$ cat config.mk
export PLATFORM = sky130hd
export DESIGN_NAME = fft_sink_framer_flat
export DESIGN_NICKNAME = d
export VERILOG_FILES = /design/src/rtl/fft_sink_framer_if.sv /design/src/rtl/fft_sink_framer.sv /design/src/flat_wrapper.sv
export SDC_FILE = /design/constraint.sdc
export NUM_CORES = 1
export LEC_CHECK = 0
export BUFFER_PORTS_ARGS = -buffer_cell sky130_fd_sc_hd__clkbuf_2
export CELL_PAD_IN_SITES_DETAIL_PLACEMENT = 1
export CELL_PAD_IN_SITES_GLOBAL_PLACEMENT = 2
export CORE_ASPECT_RATIO = 1.2
export CORE_MARGIN = 1
export CORE_UTILIZATION = 30
export DETAILED_ROUTE_END_ITERATION = 6
export GPL_ROUTABILITY_DRIVEN = 0
export PLACE_DENSITY_LB_ADDON = 0.1
export SYNTH_ARGS = -nofsm -noshare
export SYNTH_HDL_FRONTEND = slang
export SYNTH_SLANG_ARGS = --single-unit
$ cat constraint.sdc
create_clock -name clk -period 5.8 [get_ports clk]
set_clock_uncertainty 0.05 [all_clocks]
set_input_delay 0.29 -clock clk [delete_from_list [all_inputs] [get_ports clk]]
set_output_delay 0.29 -clock clk [all_outputs]
set_load 0.005 [all_outputs]
$ cat src/rtl/fft_sink_framer_if.sv
// Avalon-ST sink bus of the streaming FFT core: sample data, framing marks and
// the per-frame sideband that travels with every sample.
interface fft_sink_framer_if #(
  parameter int DATA_W       = 32,
  parameter int LOG2_MAX_PTS = 11
);
  logic [DATA_W-1:0]     fft_real;
  logic [DATA_W-1:0]     fft_imag;
  logic                  fft_valid;
  logic                  fft_ready;
  logic                  fft_sop;
  logic                  fft_eop;
  logic [1:0]            fft_error;
  logic                  fft_inverse;
  logic [LOG2_MAX_PTS:0] fft_pts;

  modport master (
    output fft_real, fft_imag, fft_valid, fft_sop, fft_eop, fft_error,
           fft_inverse, fft_pts,
    input  fft_ready
  );

  modport slave (
    input  fft_real, fft_imag, fft_valid, fft_sop, fft_eop, fft_error,
           fft_inverse, fft_pts,
    output fft_ready
  );
endinterface

$ cat src/rtl/fft_sink_framer.sv
// Frames a continuous sample stream into fixed-length FFT sink packets; frames
// aborted upstream are zero-padded to full length.
module fft_sink_framer #(
  parameter int DATA_W       = 32,
  parameter int LOG2_MAX_PTS = 11,
  parameter int COMPLEX_IN   = 0
) (
  input  logic              clk,
  input  logic              reset,
  input  logic              enable,
  input  logic [3:0]        cfg_log2_pts,
  input  logic              cfg_inverse,
  input  logic [DATA_W-1:0] in_real,
  input  logic [DATA_W-1:0] in_imag,
  input  logic              in_valid,
  output logic              in_ready,
  fft_sink_framer_if.master sink,
  output logic              frame_done,
  output logic              pad_active,
  output logic              cfg_err
);
  localparam int IW = LOG2_MAX_PTS;
  localparam int PW = LOG2_MAX_PTS + 1;
  localparam logic [3:0]    MIN_L   = 4'd3;
  localparam logic [3:0]    MAX_L   = 4'(LOG2_MAX_PTS);
  localparam logic [PW-1:0] PTS_MAX = {1'b1, {IW{1'b0}}};
  localparam logic [PW-1:0] PTS_ONE = {{IW{1'b0}}, 1'b1};

  typedef enum logic [1:0] {IDLE, STREAM, PAD} state_t;
  state_t state, state_nxt;

  logic [IW-1:0]     idx;
  logic [PW-1:0]     pts_q;
  logic              inv_q;
  logic [DATA_W-1:0] imag_src;
  logic              load_en, accept, pad_ld, ld, latch, is_last, cfg_ok;
  logic [3:0]        log2_eff;
  logic [PW-1:0]     pts_new;

  generate
    if (COMPLEX_IN != 0) begin : g_cplx
      assign imag_src = in_imag;
    end else begin : g_real
      logic unused_imag;
      assign unused_imag = ^in_imag;
      assign imag_src    = '0;
    end
  endgenerate

  assign load_en  = !sink.fft_valid || sink.fft_ready;
  assign accept   = in_valid && in_ready;
  assign ld       = accept || pad_ld;
  assign is_last  = (idx == IW'(pts_q - PTS_ONE));
  assign cfg_ok   = (cfg_log2_pts >= MIN_L) && (cfg_log2_pts <= MAX_L);
  assign log2_eff = cfg_ok ? cfg_log2_pts : MAX_L;
  assign pts_new  = PTS_ONE << log2_eff;

  // FSM: state register
  always_ff @(posedge clk or posedge reset) begin
    if (reset) state <= IDLE;
    else       state <= state_nxt;
  end

  // FSM: next state
  always_comb begin
    state_nxt = state;
    case (state)
      IDLE:    if (enable) state_nxt = STREAM;
      STREAM: begin
        // an eop accepted together with a dropped enable closes the frame cleanly
        if (accept && is_last) begin
          if (!enable) state_nxt = IDLE;
        end else if (load_en && !enable) begin
          state_nxt = PAD;
        end
      end
      PAD:     if (pad_ld && is_last) state_nxt = IDLE;
      default: state_nxt = IDLE;
    endcase
  end

  // FSM: outputs
  always_comb begin
    in_ready = 1'b0;
    pad_ld   = 1'b0;
    latch    = 1'b0;
    case (state)
      IDLE:    latch = enable;
      STREAM: begin
        in_ready = load_en;
        latch    = in_valid && load_en && is_last && enable;
      end
      PAD:     pad_ld = load_en;
      default: ;
    endcase
  end

  // Per-frame configuration, captured only at frame boundaries
  always_ff @(posedge clk or posedge reset) begin
    if (reset) begin
      pts_q   <= PTS_MAX;
      inv_q   <= 1'b0;
      cfg_err <= 1'b0;
    end else if (latch) begin
      pts_q <= pts_new;
      inv_q <= cfg_inverse;
      if (!cfg_ok) cfg_err <= 1'b1;
    end
  end

  // The largest frame wraps the index to zero naturally at eop
  always_ff @(posedge clk or posedge reset) begin
    if (reset)   idx <= '0;
    else if (ld) idx <= is_last ? '0 : idx + 1'b1;
  end

  // Single output register; sideband rides with each sample so a relatch on
  // eop never relabels the eop sample itself.
  always_ff @(posedge clk or posedge reset) begin
    if (reset) begin
      sink.fft_valid   <= 1'b0;
      sink.fft_real    <= '0;
      sink.fft_imag    <= '0;
      sink.fft_sop     <= 1'b0;
      sink.fft_eop     <= 1'b0;
      sink.fft_inverse <= 1'b0;
      sink.fft_pts     <= PTS_MAX;
      pad_active       <= 1'b0;
    end else if (load_en) begin
      sink.fft_valid <= ld;
      sink.fft_sop   <= ld && (idx == '0);
      sink.fft_eop   <= ld && is_last;
      pad_active     <= pad_ld;
      if (ld) begin
        sink.fft_real    <= pad_ld ? '0 : in_real;
        sink.fft_imag    <= pad_ld ? '0 : imag_src;
        sink.fft_inverse <= inv_q;
        sink.fft_pts     <= pts_q;
      end
    end
  end

  always_ff @(posedge clk or posedge reset) begin
    if (reset) frame_done <= 1'b0;
    else       frame_done <= sink.fft_valid && sink.fft_ready && sink.fft_eop;
  end

  assign sink.fft_error = 2'b00;

endmodule

$ cat src/flat_wrapper.sv
// flat-port wrapper written by rule: the top's interface ports become plain ports
module fft_sink_framer_flat 
#(
  parameter int DATA_W       = 32,
  parameter int LOG2_MAX_PTS = 11,
  parameter int COMPLEX_IN   = 0
)
  (clk, reset, enable, cfg_log2_pts, cfg_inverse, in_real, in_imag, in_valid, in_ready, frame_done, pad_active, cfg_err, sink_fft_real, sink_fft_imag, sink_fft_valid, sink_fft_sop, sink_fft_eop, sink_fft_error, sink_fft_inverse, sink_fft_pts, sink_fft_ready);
  fft_sink_framer_if #(.DATA_W(DATA_W), .LOG2_MAX_PTS(LOG2_MAX_PTS)) sink_i ();
  input  logic clk;
  input  logic reset;
  input  logic enable;
  input  logic [3:0] cfg_log2_pts;
  input  logic cfg_inverse;
  input  logic [DATA_W-1:0] in_real;
  input  logic [DATA_W-1:0] in_imag;
  input  logic in_valid;
  output logic in_ready;
  output logic frame_done;
  output logic pad_active;
  output logic cfg_err;
  output wire logic [$bits(sink_i.fft_real)-1:0] sink_fft_real;
  output wire logic [$bits(sink_i.fft_imag)-1:0] sink_fft_imag;
  output wire logic [$bits(sink_i.fft_valid)-1:0] sink_fft_valid;
  output wire logic [$bits(sink_i.fft_sop)-1:0] sink_fft_sop;
  output wire logic [$bits(sink_i.fft_eop)-1:0] sink_fft_eop;
  output wire logic [$bits(sink_i.fft_error)-1:0] sink_fft_error;
  output wire logic [$bits(sink_i.fft_inverse)-1:0] sink_fft_inverse;
  output wire logic [$bits(sink_i.fft_pts)-1:0] sink_fft_pts;
  input wire logic [$bits(sink_i.fft_ready)-1:0] sink_fft_ready;
  assign sink_fft_real = sink_i.fft_real;
  assign sink_fft_imag = sink_i.fft_imag;
  assign sink_fft_valid = sink_i.fft_valid;
  assign sink_fft_sop = sink_i.fft_sop;
  assign sink_fft_eop = sink_i.fft_eop;
  assign sink_fft_error = sink_i.fft_error;
  assign sink_fft_inverse = sink_i.fft_inverse;
  assign sink_fft_pts = sink_i.fft_pts;
  assign sink_i.fft_ready = sink_fft_ready;
  fft_sink_framer #(.DATA_W(DATA_W), .LOG2_MAX_PTS(LOG2_MAX_PTS), .COMPLEX_IN(COMPLEX_IN)) u_core (.clk(clk), .reset(reset), .enable(enable), .cfg_log2_pts(cfg_log2_pts), .cfg_inverse(cfg_inverse), .in_real(in_real), .in_imag(in_imag), .in_valid(in_valid), .in_ready(in_ready), .sink(sink_i), .frame_done(frame_done), .pad_active(pad_active), .cfg_err(cfg_err));
endmodule
# Word level (Yosys, flattened, before mapping)
# Index checks and enable logic that the tools add are counted.
dict set report word_totals {
  output_inout_bits 86
  latchBits 0
  ram_bits 0
  register_bits 77
  in_bits 74
  mem_bits_ro 0
  memories 0
}
dict set report classes {
  n_addsub 2
  n_reduce_logical 21
  bitwise 1
  muxes 12
  n_lt_le_gt_ge 2
  n_div 0
  n_eq_ne 7
  mul 0
  shift 1
}
# operator count
set op_table {}
lappend op_table {{32-bit 2-to-1 mux} 1}
lappend op_table {{1-bit logical AND} 12}
lappend op_table {{1-bit by 4-bit << shifter with 12-bit output, first input constant} 1}
lappend op_table {{11-bit by 1-bit adder with 11-bit output, second input constant} 1}
lappend op_table {{11-bit == test} 1}
lappend op_table {{11-bit zero test} 1}
lappend op_table {{11-bit 2-to-1 mux} 1}
lappend op_table {{11-bit by 1-bit subtractor with 11-bit output, second input constant} 1}
lappend op_table {{2-bit 2-to-1 mux} 5}
lappend op_table {{2-bit case mux with 3 select lines} 1}
lappend op_table {{4-bit by 2-bit greater-or-equal comparator with 1-bit output, second input constant} 1}
lappend op_table {{4-bit less-or-equal comparator, second input constant} 1}
lappend op_table {{4-bit 2-to-1 mux} 1}
lappend op_table {{2-bit AND reduction} 2}
lappend op_table {{4-bit AND reduction} 1}
lappend op_table {{3-bit by 1-bit inequality test with 1-bit output, second input constant} 1}
lappend op_table {{3-bit inequality test, second input constant} 1}
lappend op_table {{2-bit by 1-bit == test with 1-bit output, second input constant} 1}
lappend op_table {{2-bit == test, second input constant} 1}
lappend op_table {{1-bit zero test} 2}
lappend op_table {{2-bit zero test} 1}
lappend op_table {{1-bit logical OR} 2}
lappend op_table {{1-bit 2-to-1 mux} 2}
lappend op_table {{2-bit by 1-bit inequality test with 1-bit output, second input constant} 1}
lappend op_table {{3 further kinds} 3}

# Depth between registers and ports, before layout
# Gate-level depths: netlist (run 1).
dict set report depth {
  depth_word 7
  ltp_mapped 11
  ltp_nobuf 9
}

# Least setup slack after synthesis (run 1)
# No wires, ideal clock.
dict set report synth_path {
  path_type {reg-to-reg}
  start {register u_core.pts_q[0]}
  end {register u_core.inv_q}
  n_path_buf 2
  t_required_ns 5.625
  stages_incl_launch_ff 12
  t_arrival_ns 2.913
  path_slack_ns 2.712
  cell_sequence {dfrtp_1 inv_1 ha_1 or4b_1 buf_2 or4b_1 a21oi_2 nor3_2 nor4_4 a41oi_4 buf_6 mux2_4}
}
dict set report synth_via {
  elab_chain_cells 5
}
# element line
set synth_lines {}
lappend synth_lines {{from (decl)} fft_sink_framer.sv:33} ;# logic [PW-1:0] pts_q;
lappend synth_lines {{from (signal assigned)} fft_sink_framer.sv:105} ;# pts_q <= pts_new;
lappend synth_lines {{11-bit by 1-bit subtractor with 11-bit output} fft_sink_framer.sv:53} ;# assign is_last = (idx == IW'(pts_q - PTS_ONE));
lappend synth_lines {{11-bit == test} fft_sink_framer.sv:53}
lappend synth_lines {{1-bit logical AND (2 in a row)} fft_sink_framer.sv:91} ;# latch = in_valid && load_en && is_last && enable;
lappend synth_lines {{1-bit case mux with 2 select lines} fft_sink_framer.sv:87} ;# case (state)
lappend synth_lines {{to (signal assigned)} fft_sink_framer.sv:106} ;# inv_q <= cfg_inverse;
lappend synth_lines {{to (decl)} fft_sink_framer.sv:34} ;# logic inv_q;
# Every way passes these cells.
# A chain may end at the register's enable or synchronous reset.

# Final worst setup path (run 1)
dict set report layout_path {
  start {register u_core.pts_q[0]}
  end {register u_core.pts_q[3]}
}
dict set report layout_via {
  elab_chain_cells 5
}
# element line
set layout_lines {}
lappend layout_lines {{11-bit by 1-bit subtractor with 11-bit output} fft_sink_framer.sv:53}
lappend layout_lines {{11-bit == test} fft_sink_framer.sv:53}
lappend layout_lines {{1-bit logical AND (2 in a row)} fft_sink_framer.sv:91}
lappend layout_lines {{1-bit case mux with 2 select lines} fft_sink_framer.sv:87}
# Every way passes these cells.

==> results of run 1 <==
[layout by cell type, fill, tap and decap left out, drive strengths merged, types with 2 or more instances in the layout]
cell type,instances
a21oi,7
nor4,4
nand2b,6
nor3,12
a22o,12
or2,3
buf,3
or4b,2
nand2,93
nand4,2
clkbuf,104
or3,2
a41oi,2
and2,5
xor2,5
conb,34
mux2,10
o211ai,3
ha,3
xnor2,7
a211oi,2
dfrtp,75
or4,3
clkinv,2
o21ai,16
dfstp,2
o31ai,2
inv,9
nand3,32
o22ai,3
and3,5
clkinvlp,2
nor2,18
[state kept, by name, indices dropped and copies added (netlist names)]
| register | flops |
|---|---|
| u_core.state | 2 |
| u_core.idx | 11 |
| u_core.sink.fft_valid | 1 |
| u_core.sink.fft_inverse | 1 |
| u_core.pts_q | 12 |
| u_core.sink.fft_eop | 1 |
| u_core.cfg_err | 1 |
| u_core.pad_active | 1 |
| u_core.sink.fft_pts | 12 |
| u_core.sink.fft_real | 32 |
| u_core.sink.fft_sop | 1 |
| u_core.frame_done | 1 |
| u_core.inv_q | 1 |
[where the power goes]
part	switching, mW	internal, mW
Sequential	0.116	0.705
Combinational	0.414	0.284
Clock	0.235	0.346
Total	0.765	1.33
[routing by layer]
layer / global-route usage / share of wire
met1: 0.192 / 0.44
met2: 0.267 / 0.50
met3: 0.0434 / 0.045
met4: 0.0711 / 0.0094
met5: 0 / 0
[through the flow]
step / total power [mW] / hold slack, ns / setup slack (ns) / area [sq um] / cells
2_1_floorplan: 1.27 / 0.367 / 2.71 / 4030 / 447
3_3_place_gp: 1.53 / 0.401 / 2.24 / 4400 / 652
3_5_place_dp: 1.55 / 0.403 / 2.16 / 4400 / 652
4_1_cts: 2.14 / 0.104 / 2.13 / 4700 / 668
5_1_grt: 2.26 / 0.110 / 1.94 / 4700 / 668
6_report: 2.10 / 0.117 / 2.18 / 4700 / 668
[logic make-up after synthesis]
logic type,after synthesis,synth area share
AND/OR/NAND/NOR,193,0.238
buffers and inverters,64,0.0964
XOR/XNOR,12,0.0269
adder cells (fa/ha/maj),3,0.00961
flip-flops,77,0.494
AO/OA/AOI/OAI,53,0.0971
multiplexers,11,0.0372
other,1,0.000960
[final timing paths]
path | start | end | slack, ns
worst max-delay path | u_core.pts_q[0]$_DFFE_PP0P_ | u_core.pts_q[3]$_DFFE_PP0P_ | 2.18
worst max register to register | u_core.pts_q[0]$_DFFE_PP0P_ | u_core.pts_q[3]$_DFFE_PP0P_ | 2.18
min in group asynchronous | reset | u_core.cfg_err$_DFFE_PP0P_ | 0.19
worst min-delay path | in_real[16] | u_core.sink.fft_real[16]$_DFFE_PP0P_ | 0.12
max in group asynchronous | reset | u_core.sink.fft_real[10]$_DFFE_PP0P_ | 4.84
worst min register to register | u_core.pts_q[11]$_DFFE_PP1P_ | u_core.sink.fft_pts[11]$_DFFE_PP1P_ | 0.41
[cell type report]
class | instances | area, sq um | share of cell area
Sequential cell | 77 | 1930 | 0.411
Multi-Input combinational cell | 306 | 1740 | 0.370
Timing Repair Buffer | 96 | 488 | 0.104
Clock buffer | 11 | 243 | 0.0517
Tap cell | 164 | 205 | 0.0437
Clock inverter | 5 | 58.8 | 0.0125
Inverter | 9 | 35.0 | 0.00746
[critical path: cells and delay by family (launching register included)]
family	cells	cell delay, ns
compound gates	2	0.58
buf+inv	1	0.09
fa+ha+maj	1	0.24
mux	1	0.41
simple gates	4	1.70
flops	1	0.42
==> flow_summary.toml, run 1 <==
[outcome]
status = "finished clean"

[worst_setup_path]
max_stage_delay_ns = 0.59
arrival_ns = 3.79
critical_path_class = "reg -> reg"
path_max_fanout = 14
cp_common_cell = "or4b_1"
rr_worst_depth = 9
crit_required_ns = 5.97
critPathLaunchType = "flip-flop"
crit_slowest_cell = "or4b_1"
end_kind = "flip-flop"
worstPathCellList = "inv_1 > ha_1 > or4b_1 > or4b_1 > a21oi_2 > nor3_2 > nor4_4 > a41oi_4 > mux2_4"

[cts]
tritoncts = "yes"
cts.hold.buffers_added = 0
cts_setup_buffers = 0
clkSlewWorstSetupHoldPaths_ns = 0.06
cts-htree-levels = 3
clock-sinks = 77
cts_buffers = 9
ctsRootBufferMaster = "clkbuf_16"
ctsResizeCount = 0
clockBufferDepth = 2
insertion_delay_ns = 0.34

[logic_synthesis]
ys_top_cells_by_area = "dfrtp_1 (48%), nand2_1 (8.9%), buf_4 (6.5%), nand3_1 (4.1%), a22o_1 (2.7%)"
synthCells = 414
yosysTopAreaCellShare = 0.480
synth_seq_cells = 77
yosysMostFrequentCell = "nand2_1"
syn-cell-area_sq_um = 3910
yosys_warnings = 0
yosys-top-cells-count = "nand2_1 (93), dfrtp_1 (75), buf_4 (34)"
avgSynthCellArea_sq_um = 9.44
synth_cell_types = 53
yosysTopAreaCell = "dfrtp_1"
synth_flop_cell = "dfrtp_1"
synth-edff-count = 0
async_reset_ff_frac = 1.00
ys_seq_area_frac = 0.494

[timing]
hold_viol_final = 0
finalMaxSlewViolations = 0
timing.slew.headroom = 0.283
period_share = 0.625
fmaxAchievable_mhz = 276
rsz0062_at_grt = "false"
period_minus_slack_ns = 3.62
finalSetupTns_ns = 0
worst_pin_slew_ns = 1.08
setup_viol = 0

[floorplanning]
io-pin-count = 160
die_area_sq_um = 13500
die_h_microns = 127
core_region_area_sq_um = 12700
start_util = 0.308
die_w_microns = 106
rows = 45

[cells_and_area]
layout-drive-gt1-share = 0.276
num-nets-final = 576
fillCellCount = 1511
num_antenna_cells = 0
fin_util = 0.371
areaGrowthSynthToFinish_pct = 20.2

[power_and_ir_drop]
irDropWorstVdd_uv = 172
p_leak_nw = 2.39
power_density_nw_per_um2 = 447

[global_route]
first_global_vias = 3198
grt_pass1_wl_mm = 16.6
grt_usage = 0.160
overflow = 0
antenna_found_initial = 0
grt_max_degree = 78

[routing]
wl_per_cell_microns = 15.2
wirelength_mm = 10.2
dr.pass1.iters = 4
vias = 3126
initialDrtViolationCount = 89
drc_errors = 0
vias_per_cell = 4.68
ant_nets = 0

[min_path]
worstHoldPathType = "in -> reg"
whs_path_depth = 3

[placed_design]
io_buffers = 93
place_hpwl_mm = 7.03

[flow_run]
drv_cap = 0
No activity file was read; power rests on OpenSTA's default activity.
==> run 2, diff against run 1 <==
--- a/config.mk
+++ b/config.mk
@@ -10,7 +10,7 @@
 export CELL_PAD_IN_SITES_GLOBAL_PLACEMENT = 2
 export CORE_ASPECT_RATIO = 1.2
 export CORE_MARGIN = 1
-export CORE_UTILIZATION = 30
+export CORE_UTILIZATION = 28
 export DETAILED_ROUTE_END_ITERATION = 6
 export GPL_ROUTABILITY_DRIVEN = 0
 export PLACE_DENSITY_LB_ADDON = 0.1
==> constraint.sdc (replaced) <==
create_clock -name clk -period 3.8 [get_ports clk]
set_clock_uncertainty 0.05 [all_clocks]
set_input_delay 0.19 -clock clk [delete_from_list [all_inputs] [get_ports clk]]
set_output_delay 0.19 -clock clk [all_outputs]
set_load 0.005 [all_outputs]
==> flow_summary.toml, run 2 (synthesis gave the netlist of run 1 again) <==
[outcome]
status = "finished clean"

[cells_and_area]
areaGrowthSynthToFinish_pct = 21.2
largest_register_ffs = 32
largestRegisters = "u_core.sink.fft_real: 32 flops, u_core.pts_q: 12 flops, u_core.sink.fft_pts: 12 flops"
layout_commonest_cell = "clkbuf_2"
register_area_sq_um = 1930
mostFrequentLayoutCells = "clkbuf_2 (93), nand2_1 (92), dfrtp_1 (75), conb_1 (34), nand3_1 (32)"
num-nets-final = 582
final_cells = 678
num_antenna_cells = 0
fillCellCount = 1592
multi_input_area_sq_um = 1740
layout-drive-gt1-share = 0.284
regMostFlops = "u_core.sink.fft_real"

[min_path]
min_from = "in_real[3]"
min_to = "u_core.sink.fft_real[3]$_DFFE_PP0P_"
whs_path_depth = 3
worstHoldPathType = "in -> reg"

[power_and_ir_drop]
p_clk_frac = 0.262
power_switching_mw = 1.17
p_leak_nw = 2.42
switching_share = 0.369
internal_power_mw = 2.00
comb_power_share = 0.343
power_density_nw_per_um2 = 671
power_frac_seq = 0.395
irDropWorstVdd_uv = 256

[cts]
insertion_delay_ns = 0.34
clock-sinks = 77
ctsRootBufferMaster = "clkbuf_16"
cts_buffers = 9
cts.hold.buffers_added = 1
tritoncts = "yes"
clkSlewWorstSetupHoldPaths_ns = 0.06
clockBufferDepth = 2
ctsResizeCount = 0
cts_setup_buffers = 0
cts-htree-levels = 3

[routing]
drc_errors = 0
ant_nets = 0
dr.pass1.iters = 6
initialDrtViolationCount = 79
wirelength_mm = 10.7
wl_per_cell_microns = 15.8
vias = 3145
vias_per_cell = 4.64

[timing]
timing.slew.headroom = 0.434
period_minus_slack_ns = 3.47
hold_viol_final = 0
finalSetupTns_ns = 0
fmaxAchievable_mhz = 288
worst_pin_slew_ns = 0.849
setup_viol = 0
finalMaxSlewViolations = 0
period_share = 0.913
rsz0062_at_grt = "false"

[worst_setup_path]
r2r_start = "u_core.pts_q[0]$_DFFE_PP0P_"
reg2reg_slack_ns = 0.33
rr_worst_depth = 9
timing.rr.end = "u_core.pts_q[9]$_DFFE_PP0P_"
path_max_fanout = 14
crit_required_ns = 3.97
arrival_ns = 3.64
end_kind = "flip-flop"
critical_path_class = "reg -> reg"
critPathLaunchType = "flip-flop"

[floorplanning]
die_h_microns = 131
io-pin-count = 160
start_util = 0.291
die_w_microns = 110
die_area_sq_um = 14400
core_region_area_sq_um = 13400
rows = 46

[placed_design]
dp_cells = 661
io_buffers = 93
place_hpwl_mm = 7.57

[global_route]
antenna_found_initial = 0
first_global_vias = 3464
grt_pass1_wl_mm = 18.0
grt_max_degree = 48
overflow = 0
grt_usage = 0.162

[flow_run]
drv_cap = 0
## run 2: metal layers
metal,global-route usage,vias up,wire length [microns]
met3,0.0471,9,479
met2,0.272,72,5470
met1,0.198,1541,4650
li1,-,1523,-
met4,0.0489,0,133
met5,0,-,0
## run 2: cell type report
type	count	share of cell area
clock buffer	11	0.0534
multi-input combinational	306	0.367
timing repair buffer	102	0.113
inverter	9	0.00740
clock inverter	5	0.00714
tap	168	0.0444
sequential	77	0.408
## run 2: critical path, cell delays in order (launching register included)
cell,delay (ns)
dfrtp_1,0.42
inv_1,0.09
ha_1,0.23
or4b_1,0.60
nor3_1,0.18
and4bb_2,0.26
nor3_2,0.35
nor4_4,0.08
a41oi_4,0.65
mux2_2,0.41
## run 2: power by group through the flow
stage / logic, mW / registers (mW) / clock network, mW
2_1_floorplan: 0.700 / 1.24 / 0
3_3_place_gp: 1.10 / 1.26 / 0
3_5_place_dp: 1.12 / 1.27 / 0
4_1_cts: 1.13 / 1.26 / 0.869
5_1_grt: 1.26 / 1.30 / 0.900
6_report: 1.09 / 1.25 / 0.833
## run 2: how the worst max path moves through the flow
| stage | start | to | slack, ns | cells after the start |
|---|---|---|---|---|
| 3_3_place_gp | u_core.pts_q[0]$_DFFE_PP0P_ | u_core.pts_q[7]$_DFFE_PP0P_ | 0.33 | 9 |
| 2_1_floorplan | u_core.pts_q[0]$_DFFE_PP0P_ | u_core.inv_q$_DFFE_PP0P_ | 0.71 | 11 |
| 4_1_cts | u_core.pts_q[0]$_DFFE_PP0P_ | u_core.pts_q[9]$_DFFE_PP0P_ | 0.29 | 9 |
| 5_1_grt | u_core.pts_q[0]$_DFFE_PP0P_ | u_core.pts_q[9]$_DFFE_PP0P_ | 0.13 | 9 |
| 3_5_place_dp | u_core.pts_q[0]$_DFFE_PP0P_ | u_core.pts_q[9]$_DFFE_PP0P_ | 0.28 | 9 |
| 6_report | u_core.pts_q[0]$_DFFE_PP0P_ | u_core.pts_q[9]$_DFFE_PP0P_ | 0.33 | 9 |
## run 2: through the flow
stage / worst slack, ns / hold WS [ns] / instance area (sq um) / utilization / total power, mW
CTS: 0.285 / 0.00122 / 4730 / 0.353 / 3.26
global route: 0.133 / 0.00785 / 4730 / 0.353 / 3.45
global placement: 0.328 / 0.341 / 4440 / 0.331 / 2.36
floorplan: 0.712 / 0.267 / 4030 / - / 1.94
detailed placement: 0.278 / 0.328 / 4440 / 0.331 / 2.40
finish: 0.331 / 0.0132 / 4730 / 0.353 / 3.17
